### config.mk
export PLATFORM = sky130hd
export DESIGN_NAME = serial_seq_gen
export DESIGN_NICKNAME = d
export VERILOG_FILES = /design/src/rtl/seq_gen_pkg.sv /design/src/rtl/piso_shift.sv /design/src/rtl/serial_seq_gen.sv
export SDC_FILE = /design/constraint.sdc
export NUM_CORES = 1
export LEC_CHECK = 0
export ABC_AREA = 1
export BUFFER_PORTS_ARGS = -buffer_cell sky130_fd_sc_hd__buf_2
export CORE_ASPECT_RATIO = 1.75
export CORE_MARGIN = 2
export CORE_UTILIZATION = 40
export CTS_CLUSTER_DIAMETER = 150
export DETAILED_ROUTE_END_ITERATION = 16
export GPL_TIMING_DRIVEN = 0
export MAX_ROUTING_LAYER = met4
export PLACE_DENSITY = 0.72
export SYNTH_ARGS = -nofsm -noshare
export SYNTH_HDL_FRONTEND = slang
export SYNTH_SLANG_ARGS = --single-unit
### constraint.sdc
create_clock -name clk -period 1.6 [get_ports clk]
set_input_delay 0.16 -clock clk [delete_from_list [all_inputs] [get_ports clk]]
set_output_delay 0.16 -clock clk [all_outputs]
set_load 0.01 [all_outputs]
### src/rtl/seq_gen_pkg.sv
// Shared defaults and FSM state encoding for the serial sequence generator.
//   DEFAULT_WIDTH : default maximum pattern length in bits
//   DEFAULT_LEN_W : default width of length / index fields (clog2(WIDTH)+1)
//   IDLE/SHIFT/FINISH : FSM state codes
package seq_gen_pkg;

    localparam int unsigned DEFAULT_WIDTH = 16;
    localparam int unsigned DEFAULT_LEN_W = 5;

    localparam logic [1:0] IDLE   = 2'd0;
    localparam logic [1:0] SHIFT  = 2'd1;
    localparam logic [1:0] FINISH = 2'd2;

endpackage

### src/rtl/piso_shift.sv
// Parallel-in serial-out shift register, MSB-first, with reload-on-wrap.
// The pattern is left-aligned on load so bit len-1 sits in the MSB; a copy of
// the aligned pattern is kept so a looping pattern can be reloaded with no gap.
//   clk, rst : clock, asynchronous active-high reset
//   load     : capture data aligned to len (len must be 1..WIDTH)
//   shift    : advance to the next bit
//   reload   : restart from the stored aligned pattern
//   clear    : zero both the shift register and the stored pattern
//   data,len : pattern word and effective length
//   msb      : bit currently presented (the serial output)
module piso_shift
    import seq_gen_pkg::*;
#(
    parameter int unsigned WIDTH = DEFAULT_WIDTH,
    parameter int unsigned LEN_W = DEFAULT_LEN_W
) (
    input  logic             clk,
    input  logic             rst,
    input  logic             load,
    input  logic             shift,
    input  logic             reload,
    input  logic             clear,
    input  logic [WIDTH-1:0] data,
    input  logic [LEN_W-1:0] len,
    output logic             msb
);

    logic [WIDTH-1:0] pat_q;
    logic [WIDTH-1:0] sh_q;
    logic [WIDTH-1:0] aligned;
    logic [LEN_W-1:0] shamt;

    // Bits above len-1 fall off the top; zeros fill below the pattern, so the
    // register drains to zero after the last bit.
    always_comb begin
        shamt   = LEN_W'(WIDTH) - len;
        aligned = data << shamt;
    end

    always_ff @(posedge clk or posedge rst) begin
        if (rst) begin
            pat_q <= '0;
            sh_q  <= '0;
        end else if (clear) begin
            pat_q <= '0;
            sh_q  <= '0;
        end else if (load) begin
            pat_q <= aligned;
            sh_q  <= aligned;
        end else if (reload) begin
            sh_q <= pat_q;
        end else if (shift) begin
            sh_q <= sh_q << 1;
        end
    end

    assign msb = sh_q[WIDTH-1];

endmodule

### src/rtl/serial_seq_gen.sv
// Serial sequence generator: captures a pattern word on start and emits its
// low len bits MSB-first, one per clock, optionally looping until stop.
//   clk, rst  : clock, asynchronous active-high reset
//   start     : begin a pattern (honoured only in IDLE with len != 0)
//   data      : pattern word, sampled with start
//   len       : bits to emit, sampled with start, clamped to WIDTH
//   loop      : repeat continuously, sampled with start
//   stop      : abort an active pattern (no done pulse)
//   out       : serial bit stream
//   valid     : out carries a pattern bit
//   busy      : not in IDLE
//   done      : one-cycle pulse on normal completion
//   bit_idx   : index of the bit currently on out
module serial_seq_gen
    import seq_gen_pkg::*;
#(
    parameter int unsigned WIDTH = DEFAULT_WIDTH,
    parameter int unsigned LEN_W = DEFAULT_LEN_W
) (
    input  logic             clk,
    input  logic             rst,
    input  logic             start,
    input  logic [WIDTH-1:0] data,
    input  logic [LEN_W-1:0] len,
    input  logic             loop,
    input  logic             stop,
    output logic             out,
    output logic             valid,
    output logic             busy,
    output logic             done,
    output logic [LEN_W-1:0] bit_idx
);

    logic [1:0]       state_q, state_d;
    logic [LEN_W-1:0] idx_q, idx_d;
    logic [LEN_W-1:0] len_q, len_d;
    logic             loop_q, loop_d;
    logic [LEN_W-1:0] len_eff;
    logic             sh_load, sh_shift, sh_reload, sh_clear;

    assign len_eff = (len > LEN_W'(WIDTH)) ? LEN_W'(WIDTH) : len;

    always_comb begin
        state_d   = state_q;
        idx_d     = idx_q;
        len_d     = len_q;
        loop_d    = loop_q;
        sh_load   = 1'b0;
        sh_shift  = 1'b0;
        sh_reload = 1'b0;
        sh_clear  = 1'b0;
        case (state_q)
            IDLE: begin
                if (start && (len != '0)) begin
                    state_d = SHIFT;
                    idx_d   = len_eff - LEN_W'(1);
                    len_d   = len_eff;
                    loop_d  = loop;
                    sh_load = 1'b1;
                end
            end
            SHIFT: begin
                // stop outranks both wrap-around and the last-bit exit
                if (stop) begin
                    state_d  = IDLE;
                    idx_d    = '0;
                    len_d    = '0;
                    loop_d   = 1'b0;
                    sh_clear = 1'b1;
                end else if (idx_q == '0) begin
                    if (loop_q) begin
                        idx_d     = len_q - LEN_W'(1);
                        sh_reload = 1'b1;
                    end else begin
                        state_d  = FINISH;
                        sh_clear = 1'b1;
                    end
                end else begin
                    idx_d    = idx_q - LEN_W'(1);
                    sh_shift = 1'b1;
                end
            end
            FINISH: begin
                state_d = IDLE;
                len_d   = '0;
                loop_d  = 1'b0;
            end
            default: begin
                state_d  = IDLE;
                idx_d    = '0;
                len_d    = '0;
                loop_d   = 1'b0;
                sh_clear = 1'b1;
            end
        endcase
    end

    always_ff @(posedge clk or posedge rst) begin
        if (rst) begin
            state_q <= IDLE;
            idx_q   <= '0;
            len_q   <= '0;
            loop_q  <= 1'b0;
        end else begin
            state_q <= state_d;
            idx_q   <= idx_d;
            len_q   <= len_d;
            loop_q  <= loop_d;
        end
    end

    piso_shift #(
        .WIDTH (WIDTH),
        .LEN_W (LEN_W)
    ) u_piso (
        .clk    (clk),
        .rst    (rst),
        .load   (sh_load),
        .shift  (sh_shift),
        .reload (sh_reload),
        .clear  (sh_clear),
        .data   (data),
        .len    (len_eff),
        .msb    (out)
    );

    assign valid   = (state_q == SHIFT);
    assign busy    = (state_q != IDLE);
    assign done    = (state_q == FINISH);
    assign bit_idx = idx_q;

endmodule

==> out/results.ini <==
[logic_synthesis]
synth_compound_gate_area_share_pct=11.4
synthesis.area_um2=3220
synthSimpleGateAreaFrac_pct=42.2
synth_top_family_by_area=simple AND/OR/NAND/NOR gates
muxShareOfSynthArea_pct=0
ys_warn_count=0
post_synth_num_cell_types=36
synth-seq-cells=45
seq_area_frac_synth_pct=35.0
synth_area_per_cell_um2=6.84
syn_nets=498
syn_inst=470
synth_xor_area_share_pct=1.13
synth-adder-area-share_pct=0.778

[global_route]
grt_pass1_wl_um=16500
grt_max_degree=33
grt_overflow_total=0
grt_pass1_vias=3525
antenna_found_initial=0
grt_usage_pct=24.8

[hold_path]
hold_class=in2reg
holdPathStages=3
hold_start=loop

[detailed_routing]
route.met2.wl_um=6250
wl_um=11200
highest_layer=met4
num_vias=3664
drt_iter0_drc=297
wl_met3_um=433
dr.pass1.iters=5
routedWlPerCell_um=17.4
wl_met1_um=3790
viasPerCell=5.70
ant_nets=0
drc=0

[finish]
fill_cells=597
finalNetCount=580
synthToLayoutAreaGrowth_pct=48.6
fin_cells=643
drive_gt1_share_pct=45.9
fin_area_um2=4780
diodes=0

[worst_setup_path]
required_ns=1.79
r2r-start=bit_idx[0]
crit_arrival_ns=1.93
crit_start=len[2]
critical_path.startpoint_type=input port
reg2regPathDepth=12
cp-end-kind=register
critPathKind=in2reg
worstPathMaxFanout=10

[power]
pwr-share-seq_pct=27.9
ir_drop_mv=1.01
finalPower_w=0.00675
powerDensity_nw_per_um2=1410
p_clk_share_pct=15.2
p_leak_nw=2.32
internal_power_w=0.00378
combPwrFrac_pct=56.9
power_switching_w=0.00297
p_sw_share_pct=44.0

[clocking]
cts_tree=yes
clkSinkCount=45
path_clk_slew_ns=0.06
cts_buffers=5
clk_latency_ns=0.29
root_buffer=clkbuf_16
cts_htree_levels=2
clk_path_buf_depth=2

[place]
dp_hpwl_um=7000
io_buffers=34
post_dp_cell_area_um2=3620
dp.cells=595
gp_congestion=0.943
place_ws_ns=-0.792

[outcome]
violations=negative setup slack
status=complete, but fails checks

[sta]
max_slew_margin_pct=78.2
whs_ns=0.100
worst_slew_pin_slew_ns=0.327
finalClockSkew_ns=0.00774
finalCriticalPeriod_ns=1.74
setup_violations=27
hold_violations=0
max_freq_mhz=575
finalCritPeriodShare_pct=109
maxSlewViolCount=0
finalWorstSetupSlack_ns=-0.139
rsz0062_at_grt=true

[die]
io_pins=35
rows=43
die_area_um2=8800
die_y_um=123
design.core.area_um2=7860
die_w_um=71.8
initial_core_util_pct=40.9

[run]
maxCapViolations=0

registers in the layout, indices dropped and copies added (netlist names):
register / cells
u_piso.pat_q: 16
loop_q: 1
bit_idx: 5
state_q: 2
u_piso.sh_q: 16
len_q: 5
cell families after synthesis:
kind of cell | after synthesis
fa+ha+maj | 2
simple gates | 291
buf+inv | 60
flops | 45
compound gates | 70
xor+xnor | 2
cell usage in the layout (no fill, tap or decap), types with 4 or more instances in the layout:
master     count
nand3_2       38
nand2_4       10
nor2_4         8
nand3_1       31
buf_2         33
nand3_4       16
inv_2         14
dfrtp_1       42
nor2_1        16
buf_4         35
o21ai_1        4
o22ai_1        4
o21ai_2        5
inv_1         19
buf_6         14
a21oi_2        8
o21ai_0       14
clkbuf_16      6
nand2_2       29
a21oi_1       28
buf_8          9
nand2_1      126
per-stage QoR:
step	utilization, %	TNS, ns
floorplan	-	-5.38
global placement	45.9	-29.89
detailed placement	46.1	-21.19
CTS	55.9	-0.367
global route	60.8	-4.50
finish	60.8	-1.52
final timing paths:
check | to | slack (ns)
hold / removal | loop_q | 0.10
setup / recovery | u_piso.sh_q[11] | -0.14
min in group asynchronous | loop_q | 0.36
setup reg to reg | bit_idx[4] | -0.12
max in group asynchronous | u_piso.pat_q[5] | 0.75
hold reg to reg | u_piso.sh_q[14] | 0.47
power by group through the flow:
| stage | combinational [W] | sequential [W] | clock [W] |
|---|---|---|---|
| global placement | 0.00259 | 0.00188 | 0 |
| CTS | 0.00323 | 0.00185 | 0.00102 |
| finish | 0.00384 | 0.00188 | 0.00103 |
| global route | 0.00417 | 0.00194 | 0.00108 |
| floorplan | 0.00198 | 0.00187 | 0 |
| detailed placement | 0.00263 | 0.00190 | 0 |
metal layers:
layer  up-vias  GRT usage, %
met5         -             -
met4         0          16.4
met3        55          2.46
met2       152          44.7
met1      1747          24.6
li1       1710             -
cells in the mapped netlist:
master | count | share of area [%]
o21ai_1 | 4 | 0.62
clkinv_2 | 1 | 0.16
o22ai_1 | 7 | 1.4
and3_1 | 2 | 0.39
buf_4 | 6 | 1.4
xor2_4 | 1 | 0.86
a22o_1 | 1 | 0.27
clkinv_4 | 1 | 0.27
or2_1 | 2 | 0.39
o21ai_0 | 19 | 3.0
or2_2 | 4 | 0.78
xor2_1 | 1 | 0.27
or2_0 | 2 | 0.39
nand2_4 | 4 | 1.4
inv_2 | 7 | 0.82
nand3b_1 | 1 | 0.23
dfrtp_1 | 45 | 35
clkinv_1 | 2 | 0.23
nor2_2 | 5 | 0.97
buf_6 | 4 | 1.4
nand4_1 | 3 | 0.58
nand3_1 | 79 | 12
nor2_4 | 3 | 1.1
buf_2 | 9 | 1.4
buf_1 | 1 | 0.12
nand2_2 | 7 | 1.4
nand2_1 | 154 | 18
nand3_4 | 1 | 0.54
o21bai_1 | 1 | 0.23
nor3_1 | 1 | 0.16
nor2_1 | 18 | 2.1
inv_1 | 28 | 3.3
buf_8 | 1 | 0.47
a21oi_1 | 38 | 5.9
ha_1 | 2 | 0.78
nand3_2 | 5 | 1.6
timing repair:
action,CTS,global route
gates resized for setup,96,75
hold buffers,1,0
buffers inserted,28,11
endpoints found under the hold margin,13,0
gates cloned,2,2
pin swaps,35,30
setup endpoints to repair,37,38
layout make-up:
| class | instances | area, um^2 | area share [%] |
|---|---|---|---|
| Clock inverter | 1 | 7.51 | 0.157 |
| Sequential cell | 45 | 1130 | 23.6 |
| Timing Repair Buffer | 77 | 612 | 12.8 |
| Inverter | 39 | 179 | 3.74 |
| Tap cell | 90 | 113 | 2.36 |
| Clock buffer | 7 | 133 | 2.78 |
| Multi-Input combinational cell | 365 | 2410 | 50.4 |
| Buffer | 19 | 199 | 4.16 |
critical path, stage by stage:
cell	delay (ns)
buf_8	0.10
nor2_4	0.11
nand2_2	0.09
nand2_4	0.10
nand2_4	0.06
buf_8	0.12
ha_4	0.17
xor2_4	0.26
inv_4	0.09
buf_8	0.16
nand3_1	0.12
nand3_2	0.10
nand2_2	0.10
nand2_1	0.06
nand2_1	0.07
nand2_1	0.04
Power figures use the tool's default switching activity.
